**src/rtl/mul_div_sequencer.sv**
```systemverilog
// -----------------------------------------------------------------------------
// mul_div_sequencer
//
// Operand sequencer for the 16-bit half-precision multiply/divide core. Takes
// one operation at a time from upstream, loads it into the core by holding the
// core in reset for one cycle with stable operands, waits for the core's done
// (or a timeout covering the core's silent exponent-overflow path), then
// presents a flag-qualified result downstream.
//
// Handshakes: both sides use valid/ready. A transfer happens on the rising
// edge where valid and ready are both high. A producer holds valid and its
// data stable until that edge. ready never depends combinationally on valid.
//
// Ports:
//   clk, reset           clock; asynchronous active-high reset
//   in_valid/in_ready    upstream operation handshake
//   in_x, in_y, in_op    operands and op select (0 = multiply, 1 = divide)
//   core_x, core_y       operands to the core, stable from LOAD through HOLD
//   core_mulDiv          op select to the core
//   core_reset           registered reset to the core; high in IDLE and LOAD
//   core_done            core completion strobe, only looked at in RUN
//   core_result          raw core result
//   core_ofuf            core flags: 10 = overflow, 01 = underflow
//   out_valid/out_ready  downstream result handshake
//   out_result           cleaned-up half-precision result
//   out_ofuf             final flags
//   out_timeout          result came from the timeout path
//   dbg_state            current FSM state (0 IDLE, 1 LOAD, 2 RUN, 3 HOLD)
// -----------------------------------------------------------------------------
module mul_div_sequencer #(
  parameter int TIMEOUT = 64
) (
  input  logic        clk,
  input  logic        reset,
  input  logic        in_valid,
  output logic        in_ready,
  input  logic [15:0] in_x,
  input  logic [15:0] in_y,
  input  logic        in_op,
  output logic [15:0] core_x,
  output logic [15:0] core_y,
  output logic        core_mulDiv,
  output logic        core_reset,
  input  logic        core_done,
  input  logic [15:0] core_result,
  input  logic [1:0]  core_ofuf,
  output logic        out_valid,
  input  logic        out_ready,
  output logic [15:0] out_result,
  output logic [1:0]  out_ofuf,
  output logic        out_timeout,
  output logic [1:0]  dbg_state
);

  typedef enum logic [1:0] {
    S_IDLE = 2'd0,
    S_LOAD = 2'd1,
    S_RUN  = 2'd2,
    S_HOLD = 2'd3
  } state_t;

  localparam logic [7:0] LP_TIMEOUT = 8'(TIMEOUT);

  state_t      r_state;
  logic [7:0]  r_cnt;

  logic        w_sign;
  logic [15:0] w_cap_result;
  logic [1:0]  w_cap_ofuf;
  logic        w_timeout_hit;

  assign dbg_state = r_state;

  // Sign of a product or quotient; used for the saturated infinity/zero.
  assign w_sign = core_x[15] ^ core_y[15];

  // r_cnt counts RUN cycles that ended without done. The timeout capture
  // happens on the RUN edge after TIMEOUT such cycles, which puts the
  // accept-to-valid latency at TIMEOUT+2.
  assign w_timeout_hit = (r_cnt == LP_TIMEOUT);

  // Flag cleanup: overflow (10, and 11 treated the same) saturates to signed
  // infinity, underflow saturates to signed zero.
  always_comb begin
    w_cap_result = core_result;
    w_cap_ofuf   = 2'b00;
    if (core_ofuf[1]) begin
      w_cap_result = {w_sign, 15'h7C00};
      w_cap_ofuf   = 2'b10;
    end else if (core_ofuf[0]) begin
      w_cap_result = {w_sign, 15'h0000};
      w_cap_ofuf   = 2'b01;
    end
  end

  always_ff @(posedge clk or posedge reset) begin
    if (reset) begin
      r_state     <= S_IDLE;
      r_cnt       <= 8'd0;
      in_ready    <= 1'b1;
      core_reset  <= 1'b1;
      core_x      <= 16'h0000;
      core_y      <= 16'h0000;
      core_mulDiv <= 1'b0;
      out_valid   <= 1'b0;
      out_result  <= 16'h0000;
      out_ofuf    <= 2'b00;
      out_timeout <= 1'b0;
    end else begin
      case (r_state)
        S_IDLE: begin
          if (in_valid) begin
            core_x      <= in_x;
            core_y      <= in_y;
            core_mulDiv <= in_op;
            in_ready    <= 1'b0;
            r_state     <= S_LOAD;
          end
        end

        // Core is still in reset this cycle with the new operands stable; it
        // samples them on this edge. Releasing reset here also discards any
        // done left over from the previous operation.
        S_LOAD: begin
          r_cnt      <= 8'd0;
          core_reset <= 1'b0;
          r_state    <= S_RUN;
        end

        S_RUN: begin
          if (core_done) begin
            out_result  <= w_cap_result;
            out_ofuf    <= w_cap_ofuf;
            out_timeout <= 1'b0;
            out_valid   <= 1'b1;
            r_state     <= S_HOLD;
          end else if (w_timeout_hit) begin
            out_result  <= {w_sign, 15'h7C00};
            out_ofuf    <= 2'b10;
            out_timeout <= 1'b1;
            out_valid   <= 1'b1;
            r_state     <= S_HOLD;
          end else begin
            r_cnt <= r_cnt + 8'd1;
          end
        end

        S_HOLD: begin
          if (out_ready) begin
            out_valid  <= 1'b0;
            in_ready   <= 1'b1;
            core_reset <= 1'b1;
            r_state    <= S_IDLE;
          end
        end

        default: r_state <= S_IDLE;
      endcase
    end
  end

endmodule

```
**config.mk**
```make
export PLATFORM = sky130hd
export DESIGN_NAME = mul_div_sequencer
export DESIGN_NICKNAME = d
export VERILOG_FILES = /design/src/rtl/mul_div_sequencer.sv
export SDC_FILE = /design/constraint.sdc
export NUM_CORES = 1
export LEC_CHECK = 0
export ABC_AREA = 1
export CAP_MARGIN = 25
export CORE_MARGIN = 2
export CORE_UTILIZATION = 60
export DETAILED_ROUTE_END_ITERATION = 7
export DONT_BUFFER_PORTS = 1
export GPL_ROUTABILITY_DRIVEN = 1
export MAX_ROUTING_LAYER = met4
export PLACE_DENSITY = 0.85
export SLEW_MARGIN = 5
export SYNTH_ARGS = -nofsm -noshare
export SYNTH_HDL_FRONTEND = slang
export SYNTH_SLANG_ARGS = --single-unit
```
**constraint.sdc**
```tcl
create_clock -name clk -period 2.6 [get_ports clk]
set_input_delay 0.52 -clock clk [delete_from_list [all_inputs] [get_ports clk]]
set_output_delay 0.52 -clock clk [all_outputs]
set_load 0.01 [all_outputs]
```
==> flow_summary.rst <==
.. list-table::
   :header-rows: 1

   * - Metric
     - Value
   * - Outcome
     - completed
   * - Number of buffers created by CTS
     - 9
   * - Cell area after layout
     - 3240 um^2
   * - Number of placement rows
     - 25
   * - Synthesis-to-finish area growth
     - 8.42%
   * - Max-slew headroom at the worst pin
     - slightly below 60%
   * - Sum of net half-perimeters after detailed placement
     - 4120 um
   * - Detailed-routing iteration count for the pre-antenna-repair pass
     - 4
   * - Maximum number of pins on one net before global-route repair
     - 38
   * - Worst path arrival time
     - approximately 2.0 ns
   * - Sum of buffers and inverters on the critical path
     - 2
   * - Simple-gate share of the synthesized area
     - between 10% and 20%
   * - First-iteration detailed-routing DRC count
     - 149
   * - Remaining Overflow, GRT
     - 0
   * - Number of antenna repair diodes
     - 0
   * - Area post-placement
     - about 3000 um^2
   * - Clock share of power
     - 24.0%
   * - Number of distinct library cells after synthesis
     - 25
   * - Fraction of final layout cells with drive strength greater than 1
     - between 30% and 40%
   * - Reg clk slew, reported paths
     - ~0.070 ns
   * - Switching Power
     - ~1.4 mW
   * - Later-pin clock latency in the skew report
     - roughly 0.33 ns
   * - Final-layout setup total negative slack
     - 0 ns
   * - Cell internal pwr
     - approximately 2.5 mW
   * - Highest ir drop seen on vdd
     - a little under 0.8 mV
   * - Critical path's largest stage delay
     - 0.47 ns
   * - Dominant combinational cell family by area after synthesis
     - simple AND/OR/NAND/NOR gates
   * - Count of pins on the block boundary
     - 113
   * - Initial antenna violation count
     - 0
   * - Count of buffers added by post-CTS timing repair for setup
     - 0
   * - Synthesized instance count
     - about 280
   * - Hold-fix buffers at CTS
     - 0
   * - Net total in the final layout
     - between 300 and 400
   * - Type of the most critical hold path
     - input pin to async pin
   * - Critical path, cell by cell
     - inv_1 -> ha_1 -> nand2_1 -> buf_4 -> mux2_2
   * - Final Hold Viols
     - 0
   * - Power Density
     - 1190 nW/um^2
   * - Per-cell via count in the routed design
     - 5.43
   * - Area of the die
     - 5560 um^2
   * - Post-DRT Antenna Nets
     - 0
   * - Static Leakage
     - between 1.5 and 2 nW
   * - Buffer cell driving the clock tree root
     - sky130_fd_sc_hd__clkbuf_8
   * - Syn Nets
     - 338
   * - Global-route met1 utilization
     - 23.6%
   * - Area of the mapped netlist
     - around 3000 um^2
   * - Kind of end point of the critical path
     - flop
   * - Worst path required time
     - between 2 and 3 ns
   * - Transition time of the tightest slew-check pin
     - about 0.62 ns
   * - Floorplan Core Area
     - 4750 um^2
   * - RSZ-0062 raised after global routing
     - false
   * - Average size of a mapped cell
     - approximately 11 um^2
   * - Gpl congestion
     - about 0.95
   * - DRC viols
     - 0
   * - Most used cells in the layout excluding fill and tap cells
     - sky130_fd_sc_hd__dfrtp_1 (63), sky130_fd_sc_hd__nand2_1 (57), sky130_fd_sc_hd__mux2_2 (33)
   * - Fraction of met2 tracks used by global routing
     - between 30% and 40%
   * - Most common library cell in the layout ignoring fill and taps
     - sky130_fd_sc_hd__dfrtp_1
   * - Port bufs
     - 0
   * - CTS HTree Levels
     - 3
   * - Total of cells resized after clock tree synthesis
     - 0
   * - Detailed-route via count
     - between 1500 and 2000
   * - Synthesized-area fraction occupied by ao, oa, aoi and oai cells
     - under 10%
   * - Wire length reported by the detailed router
     - ~5600 um
   * - Post-detailed-route wirelength per cell
     - about 16 um
   * - Global routing usage on met3
     - between 8 and 9%
   * - Highest attainable clock frequency
     - approximately 0.56 GHz
   * - GR peak layer
     - met2
   * - Via count of the first global-routing pass
     - ~1900
   * - Wire length of the first global-routing pass
     - ~8200 um
   * - Time the final worst path needs with I/O delays and setup
     - ~1.8 ns
   * - Multiplexer share of the synthesized area
     - between 10% and 20%
   * - Cell family contributing the most delay on the critical path
     - buffers and inverters
   * - Fraction of the cycle the final worst path needs
     - ~70%
   * - Clk buf depth
     - 2
   * - Number of violations of the max-capacitance limit
     - 0
   * - Starting utilization of the core area
     - around 63%
   * - WS Path Type
     - flop to flop
   * - Xor/xnor cell area share of the yosys netlist
     - under 10%
   * - Critical Path Slowest Stage Cell
     - sky130_fd_sc_hd__dfrtp_1
   * - Switching power share of the total
     - about 36%
   * - Final Slew Violations
     - 0
   * - CP startpoint kind
     - flop
   * - Setup violations, final
     - 0
   * - Total of flip-flops plus latches after synthesis
     - 65
   * - TritonCTS clock tree
     - built
   * - All-Layer GR Usage
     - 20.9%
   * - Number of clock sinks seen by CTS
     - 65
   * - Sequential share of power
     - between 50% and 60%
   * - Final worst clock skew
     - around 0.005 ns
   * - Crit Path Max Fanout
     - 33
   * - Vert. Die Dim
     - around 75 um
   * - Combinational cell fraction of total power
     - about a quarter
   * - Adder-cell share of the synthesized area
     - 2.93%
   * - Sequential-to-total area share from yosys stat
     - 54.5%
   * - Horiz. Die Dim
     - ~75 um
   * - Yosys warns
     - 0
[per-stage QoR]
stage	utilization (%)	instances	worst slack, ns	hold slack [ns]	power [mW]
3_3_place_gp	63.6	335	0.882	0.512	2.90
4_1_cts	68.1	351	0.802	0.160	3.90
5_1_grt	68.1	351	0.693	0.180	4.09
2_1_floorplan	-	275	0.457	0.497	2.75
6_report	68.1	351	0.799	0.145	3.86
3_5_place_dp	63.6	335	0.813	0.517	2.97
[cells in the mapped netlist, drive strengths merged]
library cell / instances / area share (%)
ha: 7 / 2.9
a22oi: 3 / 1.3
dfrtp: 63 / 53
inv: 25 / 3.1
buf: 9 / 2.6
nor2: 17 / 2.5
o21ai: 17 / 4.9
xor2: 2 / 0.59
nand2: 72 / 10
a21o: 1 / 0.25
or2: 1 / 0.21
nand3: 18 / 3.2
dfstp: 2 / 1.8
xnor2: 2 / 0.59
mux2: 33 / 12
a21oi: 3 / 0.50
[state kept, by name (all words and copies together), names as in the netlist]
register and count:
out_timeout 1, out_result 16, core_reset 1, core_mulDiv 1, core_x 16, in_ready 1, core_y 16, out_ofuf 2
r_cnt 8, out_valid 1, dbg_state 2
[area by class of cell]
class / count / area, um^2
clock inverters: 7 / 92.6
repair buffers: 2 / 27.5
flip-flops and latches: 65 / 1630
multi-input cells: 176 / 1190
fillers: 357 / 1520
clock buffers: 9 / 124
well taps: 67 / 83.8
inverters: 25 / 93.8
[cells by family after synthesis]
group / count (synthesis)
fa+ha+maj: 7
buf+inv: 34
xor+xnor: 4
simple gates: 108
flops: 65
compound gates: 24
mux: 33
[power by group through the flow]
stage,Sequential (mW),Clock [mW],Combinational [mW]
global placement,1.97,0,0.928
detailed placement,1.98,0,0.985
global route,2.02,0.986,1.08
CTS,1.97,0.944,0.982
finish,1.97,0.926,0.968
floorplan,1.87,0,0.874
[path summary, 6_finish.rpt]
check / from / end / slack [ns] / depth (start not counted)
setup / recovery: dbg_state[0] / core_x[0] / 0.80 / 5
hold / removal: reset / core_x[10] / 0.15 / 1
setup reg to reg: dbg_state[0] / core_x[0] / 0.80 / 5
hold reg to reg: core_reset / core_reset / 0.53 / 2
max in group asynchronous: reset / out_result[8] / 1.85 / 2
min in group clk: core_done / out_timeout / 0.26 / 1
[layer usage]
metal  routed length [um]  part of all wire (%)
met1                 2110                    38
met2                 2790                    50
met3                  596                    11
met4                  112                   2.0
met5                    0                     0
No activity file was read; power rests on OpenSTA's default activity.
